==> config.mk <==
export PLATFORM = sky130hd
export DESIGN_NAME = sqrt_stream_frontend
export DESIGN_NICKNAME = d
export VERILOG_FILES = /design/src/rtl/sqrt_stream_frontend.sv
export SDC_FILE = /design/constraint.sdc
export NUM_CORES = 1
export LEC_CHECK = 0
export ABC_AREA = 1
export BUFFER_PORTS_ARGS = -buffer_cell sky130_fd_sc_hd__buf_4
export CAP_MARGIN = 20
export CELL_PAD_IN_SITES_DETAIL_PLACEMENT = 0
export CELL_PAD_IN_SITES_GLOBAL_PLACEMENT = 1
export CORE_UTILIZATION = 39
export CTS_BUF_LIST = sky130_fd_sc_hd__clkbuf_2 sky130_fd_sc_hd__clkbuf_4 sky130_fd_sc_hd__clkbuf_8
export DETAILED_ROUTE_END_ITERATION = 16
export GPL_ROUTABILITY_DRIVEN = 0
export PLACE_DENSITY = 0.79
export SYNTH_ARGS = -nofsm -noshare
export SYNTH_HDL_FRONTEND = slang
export SYNTH_SLANG_ARGS = --single-unit
==> constraint.sdc <==
create_clock -name clk -period 5.9 [get_ports clk]
set_input_delay 0.59 -clock clk [delete_from_list [all_inputs] [get_ports clk]]
set_output_delay 0.59 -clock clk [all_outputs]
set_load 0.02 [all_outputs]
==> src/rtl/sqrt_stream_frontend.sv <==
// Streaming front end for the iterative square-root core.
// Operands enter through a small FIFO, are launched into the core one at a
// time, and each root (or a forced timeout error) is held on the output
// stream until the downstream side accepts it.
//
// Handshake semantics: a transfer happens on a rising clk edge where valid
// and ready are both 1. in_ready_o depends only on FIFO fullness, and
// out_valid_o, once raised, stays high with stable root/err until out_ready_i
// accepts the result.
module sqrt_stream_frontend #(
  parameter int WIDTH   = 8,
  parameter int DEPTH   = 4,
  parameter int TIMEOUT = 255
) (
  input  logic                       clk,
  input  logic                       rst_n,
  input  logic                       in_valid_i,
  output logic                       in_ready_o,
  input  logic [WIDTH-1:0]           in_data_i,
  output logic                       out_valid_o,
  input  logic                       out_ready_i,
  output logic [WIDTH/2-1:0]         out_root_o,
  output logic                       out_err_o,
  output logic                       core_start_o,
  output logic [WIDTH-1:0]           core_operand_o,
  input  logic                       core_done_i,
  input  logic [WIDTH/2-1:0]         core_root_i,
  output logic                       busy_o,
  output logic [$clog2(DEPTH):0]     count_o
);

  localparam int RW = WIDTH / 2;
  localparam int AW = $clog2(DEPTH);
  localparam int CW = AW + 1;
  localparam int TW = 16;

  typedef enum logic [1:0] {
    IDLE   = 2'd0,
    LAUNCH = 2'd1,
    WAIT   = 2'd2,
    HOLD   = 2'd3
  } state_t;

  state_t            state_q, state_d;
  logic [WIDTH-1:0]  mem_q [DEPTH];
  logic [AW-1:0]     wr_ptr_q, rd_ptr_q;
  logic [CW-1:0]     count_q;
  logic [TW-1:0]     tmo_q;
  logic [WIDTH-1:0]  operand_q;
  logic [RW-1:0]     root_q;
  logic              err_q;
  logic              valid_q;
  logic              full;
  logic              push;
  logic              pop;
  logic              tmo_hit;

  // Ready is purely a function of fullness, so a same-cycle pop never
  // opens a slot for a push while the FIFO is full.
  assign full     = (count_q == CW'(DEPTH));
  assign push     = in_valid_i && !full;
  // The head leaves the FIFO exactly on the IDLE -> LAUNCH transition.
  assign pop      = (state_q == IDLE) && (count_q != '0);
  assign tmo_hit  = (tmo_q == TW'(TIMEOUT - 1));

  assign in_ready_o     = !full;
  assign count_o        = count_q;
  assign busy_o         = (state_q != IDLE);
  assign core_start_o   = (state_q == LAUNCH);
  assign core_operand_o = operand_q;
  assign out_valid_o    = valid_q;
  assign out_root_o     = root_q;
  assign out_err_o      = err_q;

  // FIFO storage: written on push, never reset (contents gated by count).
  always_ff @(posedge clk) begin
    if (push) begin
      mem_q[wr_ptr_q] <= in_data_i;
    end
  end

  // FIFO pointers and occupancy; pointers wrap naturally at DEPTH.
  always_ff @(posedge clk or negedge rst_n) begin
    if (!rst_n) begin
      wr_ptr_q <= '0;
      rd_ptr_q <= '0;
      count_q  <= '0;
    end else begin
      if (push) wr_ptr_q <= wr_ptr_q + AW'(1);
      if (pop)  rd_ptr_q <= rd_ptr_q + AW'(1);
      case ({push, pop})
        2'b10:   count_q <= count_q + CW'(1);
        2'b01:   count_q <= count_q - CW'(1);
        default: count_q <= count_q;
      endcase
    end
  end

  // FSM state register.
  always_ff @(posedge clk or negedge rst_n) begin
    if (!rst_n) begin
      state_q <= IDLE;
    end else begin
      state_q <= state_d;
    end
  end

  // FSM next state: done beats timeout in WAIT; HOLD always returns via IDLE.
  always_comb begin
    state_d = state_q;
    unique case (state_q)
      IDLE:    if (count_q != '0) state_d = LAUNCH;
      LAUNCH:  state_d = WAIT;
      WAIT:    if (core_done_i || tmo_hit) state_d = HOLD;
      HOLD:    if (out_ready_i) state_d = IDLE;
      default: state_d = IDLE;
    endcase
  end

  // Datapath: operand capture, timeout counter, result and output valid.
  always_ff @(posedge clk or negedge rst_n) begin
    if (!rst_n) begin
      operand_q <= '0;
      tmo_q     <= '0;
      root_q    <= '0;
      err_q     <= 1'b0;
      valid_q   <= 1'b0;
    end else begin
      if (pop) begin
        operand_q <= mem_q[rd_ptr_q];
      end
      unique case (state_q)
        LAUNCH: tmo_q <= '0;
        WAIT: begin
          tmo_q <= tmo_q + TW'(1);
          if (core_done_i) begin
            root_q  <= core_root_i;
            err_q   <= 1'b0;
            valid_q <= 1'b1;
          end else if (tmo_hit) begin
            root_q  <= '0;
            err_q   <= 1'b1;
            valid_q <= 1'b1;
          end
        end
        HOLD: begin
          if (out_ready_i) valid_q <= 1'b0;
        end
        default: ;
      endcase
    end
  end

endmodule

Word level (Yosys, flattened, before mapping)
Memories as Yosys holds them, arrays and structs flattened. A register that Yosys moved wholly into a read port is not among the register bits.
Cells that the tools add are included.
Storage, ports and cells
  register bits: 31
  bits in writable memories: 32
  bits of input ports: 17
  output and inout port bits: 20
  word-level logic and storage cells: 55
  memories kept: 1
Memory list
  mem_q: words 4, width 8, read ports 1, clocked after memory_dff 1, write ports 1, line 45  | logic [WIDTH-1:0] mem_q [DEPTH];
Cells by class
  $add $sub $neg: 5
  eq/ne operators: 11
  mux-type cells: 15
  reductions and logical operators: 15
Operator list (count)
  case mux 16 bit (2 select lines): 1
  adder 16 x 1 -> 16 bit, second input constant: 1
  equality test 16 x 8 -> 1 bit, second input constant: 1
  nonzero test 2 bit: 5
  2-to-1 mux 4 bit: 2
  case mux 2 bit (4 select lines): 1
  equality test 2 bit, second input constant: 3
  2-to-1 mux 1 bit: 6
  2-to-1 mux 2 bit: 3
  case mux 3 bit (2 select lines): 1
  AND reduction 3 bit: 2
  adder 2 x 1 -> 2 bit, second input constant: 2
  equality test 2 x 1 -> 1 bit, second input constant: 2
  inequality test 2 bit, second input constant: 2
  adder 3 x 1 -> 3 bit, second input constant: 1
  equality test 3 bit, second input constant: 1
  inequality test 3 bit, second input constant: 1
  nonzero test 3 bit: 1
  subtractor 3 x 1 -> 3 bit, second input constant: 1
  logical AND 1 bit: 2
  logical NOT 1 bit: 2
  logical NOT 2 bit: 1
  inequality test 2 x 1 -> 1 bit, second input constant: 1
  case mux 1 bit (2 select lines): 1
  other kinds (2): 2

Depth between registers and ports, before layout
  depth after elaboration: 5
  depth in mapped cells: 11
  depth with buffers taken out: 10

Least setup slack after synthesis
Ideal clock, no wire load.
  kind: reg-to-reg
  start: register count_q[0] (netlist: count_o[0])
  end: register count_q[2] (netlist: count_o[2])
  setup time: 131 ps
  arrival time: 2038 ps
  required time: 5769 ps
  path slack: 3731 ps
  cell stages (with the launch flop): 10
  path buffers: 0
  clock period less this slack: 2169 ps
  path through: dfrtp_1 inv_1 nand3_1 nand2_1 ha_1 inv_1 fa_1 a21oi_1 o21ai_0 xor2_1
Between the ends
  word-level cells in the longest chain between the ends: 5
  elaborated cells between the ends (all ways): 11
  classes of those cells: 2 x add/sub; 3 x eq/ne; 1 x mux; 5 x reduce/logical
RTL lines
  from (decl): line 47  | logic [CW-1:0] count_q;
  from (signal assigned): line 92  | 2'b10: count_q <= count_q + CW'(1);
  from (signal assigned): line 93  | 2'b01: count_q <= count_q - CW'(1);
  from (signal assigned): line 94  | default: count_q <= count_q;
  equality test 3 bit (*): line 60  | assign full = (count_q == CW'(DEPTH));
  logical NOT 1 bit (*)
  via in_ready_o: line 18  | output logic in_ready_o,
  logical AND 1 bit (*): line 61  | assign push = in_valid_i && !full;
  equality test 2 x 1 -> 1 bit / equality test 2 bit (equally long branches): line 91  | case ({push, pop})
  case mux 3 bit (2 select lines) / nonzero test 2 bit (equally long branches)
Mark *: on every way through the listed nets, which the timed path passes. The rest lies on a longest branch.
A chain may end at the register's enable or synchronous reset.

Worst setup path in the final report
  start: register state_q[0]
  end: register count_q[2] (netlist: count_o[2])
Between the ends
  word-level cells in the longest chain between the ends: 4
  elaborated cells between the ends (all ways): 6
  classes of those cells: 2 x eq/ne; 1 x mux; 3 x reduce/logical
RTL lines
  from (decl): line 44  | state_t state_q, state_d;
  from (signal assigned): line 104  | state_q <= state_d;
  logical NOT 2 bit (*): line 63  | assign pop = (state_q == IDLE) && (count_q != '0);
  logical AND 1 bit (*): line 63
  equality test 2 x 1 -> 1 bit / equality test 2 bit (equally long branches): line 91
  case mux 3 bit (2 select lines) / nonzero test 2 bit (equally long branches)
Mark *: on every way between the ends. The rest lies on a longest branch, timed or not.

==> flow_metrics.tcl <==
set metrics [dict create \
    status "complete, no violations" \
    grt_start_max_net_pins 40 \
    required_ns 6.12 \
    startpoint "state_q[0]" \
    multi_input_comb_area_sq_um 1180 \
    drc 0 \
    layout.nets 412 \
    areaGrowthSynthToFinish_pct 17.0 \
    grt_usage 0.159 \
    layout.cells.most_common "nor2_1" \
    fin_setup_tns_ns 0 \
    synth_seq_cells 71 \
    crit_type "reg2reg" \
    dr.pass1.iters 4 \
    drt_iter0_markers 106 \
    h-tree-depth 3 \
    top_usage_layer "met2" \
    timing.hold.ws_ns 0.229 \
    overflow 0 \
    cts_buffers 9 \
    die_h_um 94.2 \
    drt-wirelength-per-cell_um 12.6 \
    post-cts-setup-buffers 0 \
    peakVddDrop_v 0.000338 \
    reg2reg_to "count_o[2]" \
    clock_path_buffers 2 \
    reg2reg_from "state_q[0]" \
    wirelength_um 6190 \
    final_cell_mix "nor2_1, nand2_1, dfrtp_1" \
    yosysTopAreaCell "dfrtp_1" \
    antenna_found_initial 0 \
    grt_pass1_wl_um 10500 \
    r2r_slack_ns 3.66 \
    grt_pass1_vias 2240 \
    crit_arrival_ns 2.46 \
    rsz0062_at_grt "false" \
    clkSinkCount 71 \
    min_period_ns 2.24 \
    initial_core_util 0.403 \
    ys_types 31 \
    cts_resized 0 \
    netlist.area_leader.share 0.295 \
    finalSetupViolCount 0 \
    syn_inst 341 \
    fmax_mhz 447 \
    synth.net_count 371 \
    vias 2309 \
    use_met1 0.213 \
    fin_cells 492 \
    die_w_um 94.2 \
    yosysWarnings 0 \
    netlist_area_sq_um 3310 \
    synth_area_leaders "dfrtp_1, edfxtp_1, nor2_1, nand2_1, ha_1" \
    leakage_nw 1.73 \
    io_pins 37 \
    numPortBuffers 36 \
    antenna_left 0 \
    path_clk_slew_ns 0.08 \
    syn_avg_cell_area_sq_um 9.71 \
    hold_path.class "in2async" \
    rr_worst_depth 10 \
    cap_violations 0 \
    p_per_area_nw_per_um2 491 \
    finalHoldViolCount 0 \
    worst_slew_pin_slew_ns 0.800 \
    hold_buffers 0 \
    place_inst 476 \
    clock_skew_ns 0.00870 \
    p_total_mw 1.90 \
    ff_latch_area_sq_um 1940 \
    start_kind "flop" \
    cp-end-kind "flop" \
    crit_path_end "count_o[2]" \
    core.rowCount 33 \
    grt_use_met3 0.0494 \
    die-area_sq_um 8860 \
    worstPathMaxFanout 18 \
    num_antenna_cells 0 \
    ys_seq_area_frac 0.585 \
    fillers 784 \
    drive_gt1_frac 0.212 \
    maxSlewHeadroom 0.465 \
    cts_root_buf "clkbuf_8" \
    clock_latency_ns 0.34 \
    dpl.hpwl_um 4160 \
    cts_tree "done" \
    core_area_sq_um 8220 \
    finalCritPeriodShare 0.379 \
    slew_viol_final 0 \
    vias_per_cell 4.69 \
    grt_use_met2 0.245 \
]
## where the power goes
group / internal [mW] / switching, mW
sequential: 0.657 / 0.0983
combinational: 0.270 / 0.480
clock: 0.200 / 0.196
total: 1.13 / 0.774
## cell type report
type | count | area share
flip-flops and latches | 71 | 0.500
inverters | 40 | 0.0387
clock buffers | 9 | 0.0320
well taps | 105 | 0.0339
clock inverters | 7 | 0.0203
multi-input cells | 224 | 0.305
repair buffers | 36 | 0.0697
## cells in the mapped netlist
| cell | number |
|---|---|
| nand2_4 | 1 |
| buf_4 | 2 |
| nand2_2 | 7 |
| nor2_4 | 2 |
| nand3_2 | 3 |
| inv_2 | 7 |
| dfrtp_1 | 39 |
| buf_6 | 1 |
| xnor2_1 | 1 |
| clkbuf_2 | 1 |
| a21oi_1 | 11 |
| fa_1 | 1 |
| nand2_1 | 55 |
| inv_1 | 33 |
| edfxtp_1 | 32 |
| o21ai_0 | 22 |
| a31oi_1 | 9 |
| nor3_1 | 4 |
| ha_1 | 12 |
| o21ai_1 | 2 |
| xor2_1 | 4 |
| buf_2 | 2 |
| nor3_2 | 1 |
| or2_2 | 1 |
| nor3b_4 | 1 |
| nor2_2 | 5 |
| nor2_1 | 68 |
| o21bai_2 | 1 |
| nand3_1 | 11 |
| a21oi_2 | 1 |
| a21boi_0 | 1 |
## registers in the layout (all words and copies together), names as in the netlist
signal and cells:
rd_ptr_q 2, out_valid_o 1, tmo_q 16, out_root_o 4, core_operand_o 8, count_o 3
mem_q 32, state_q 2, wr_ptr_q 2, out_err_o 1
## logic make-up after synthesis
kind of cell | after synthesis | share of synthesized area
fa+ha+maj | 13 | 0.0514
xor+xnor | 5 | 0.0132
buf+inv | 46 | 0.0578
simple gates | 159 | 0.215
flops | 71 | 0.585
compound gates | 47 | 0.0782
## metal layers
| layer | part of all wire | wire length (um) | vias to the layer above |
|---|---|---|---|
| li1 | - | - | 1186 |
| met1 | 0.48 | 2960 | 1071 |
| met2 | 0.46 | 2850 | 46 |
| met3 | 0.051 | 313 | 6 |
| met4 | 0.0098 | 61 | 0 |
| met5 | 0 | 0 | - |
## worst min-delay path by stage
stage / slack (ns) / cells after the start / end / from
final: 0.23 / 1 / tmo_q[12] / rst_n
after global routing: 0.25 / 1 / tmo_q[14] / rst_n
after CTS: 0.24 / 1 / tmo_q[12] / rst_n
after detailed placement: 0.46 / 2 / out_root_o[2] / out_root_o[2]
after global placement: 0.46 / 2 / out_root_o[2] / out_root_o[2]
after floorplan: 0.29 / 0 / core_operand_o[0] / rst_n
## critical path, cell delays in order, from the launching register on
cell and delay (ns):
dfrtp_1 0.41, inv_1 0.11, ha_1 0.17, nand2_1 0.08, inv_2 0.25, ha_1 0.21, inv_1 0.07, fa_1 0.39
a21oi_1 0.14, o21ai_0 0.11, xor2_1 0.17
## through the flow
| step | utilization | worst slack, ns | instance area, sq um |
|---|---|---|---|
| floorplan | - | 3.73 | 3310 |
| global placement | 0.447 | 3.74 | 3670 |
| detailed placement | 0.447 | 3.66 | 3670 |
| CTS | 0.472 | 3.64 | 3870 |
| global route | 0.472 | 3.47 | 3870 |
| finish | 0.472 | 3.66 | 3870 |
No activity file was read; power rests on OpenSTA's default activity.
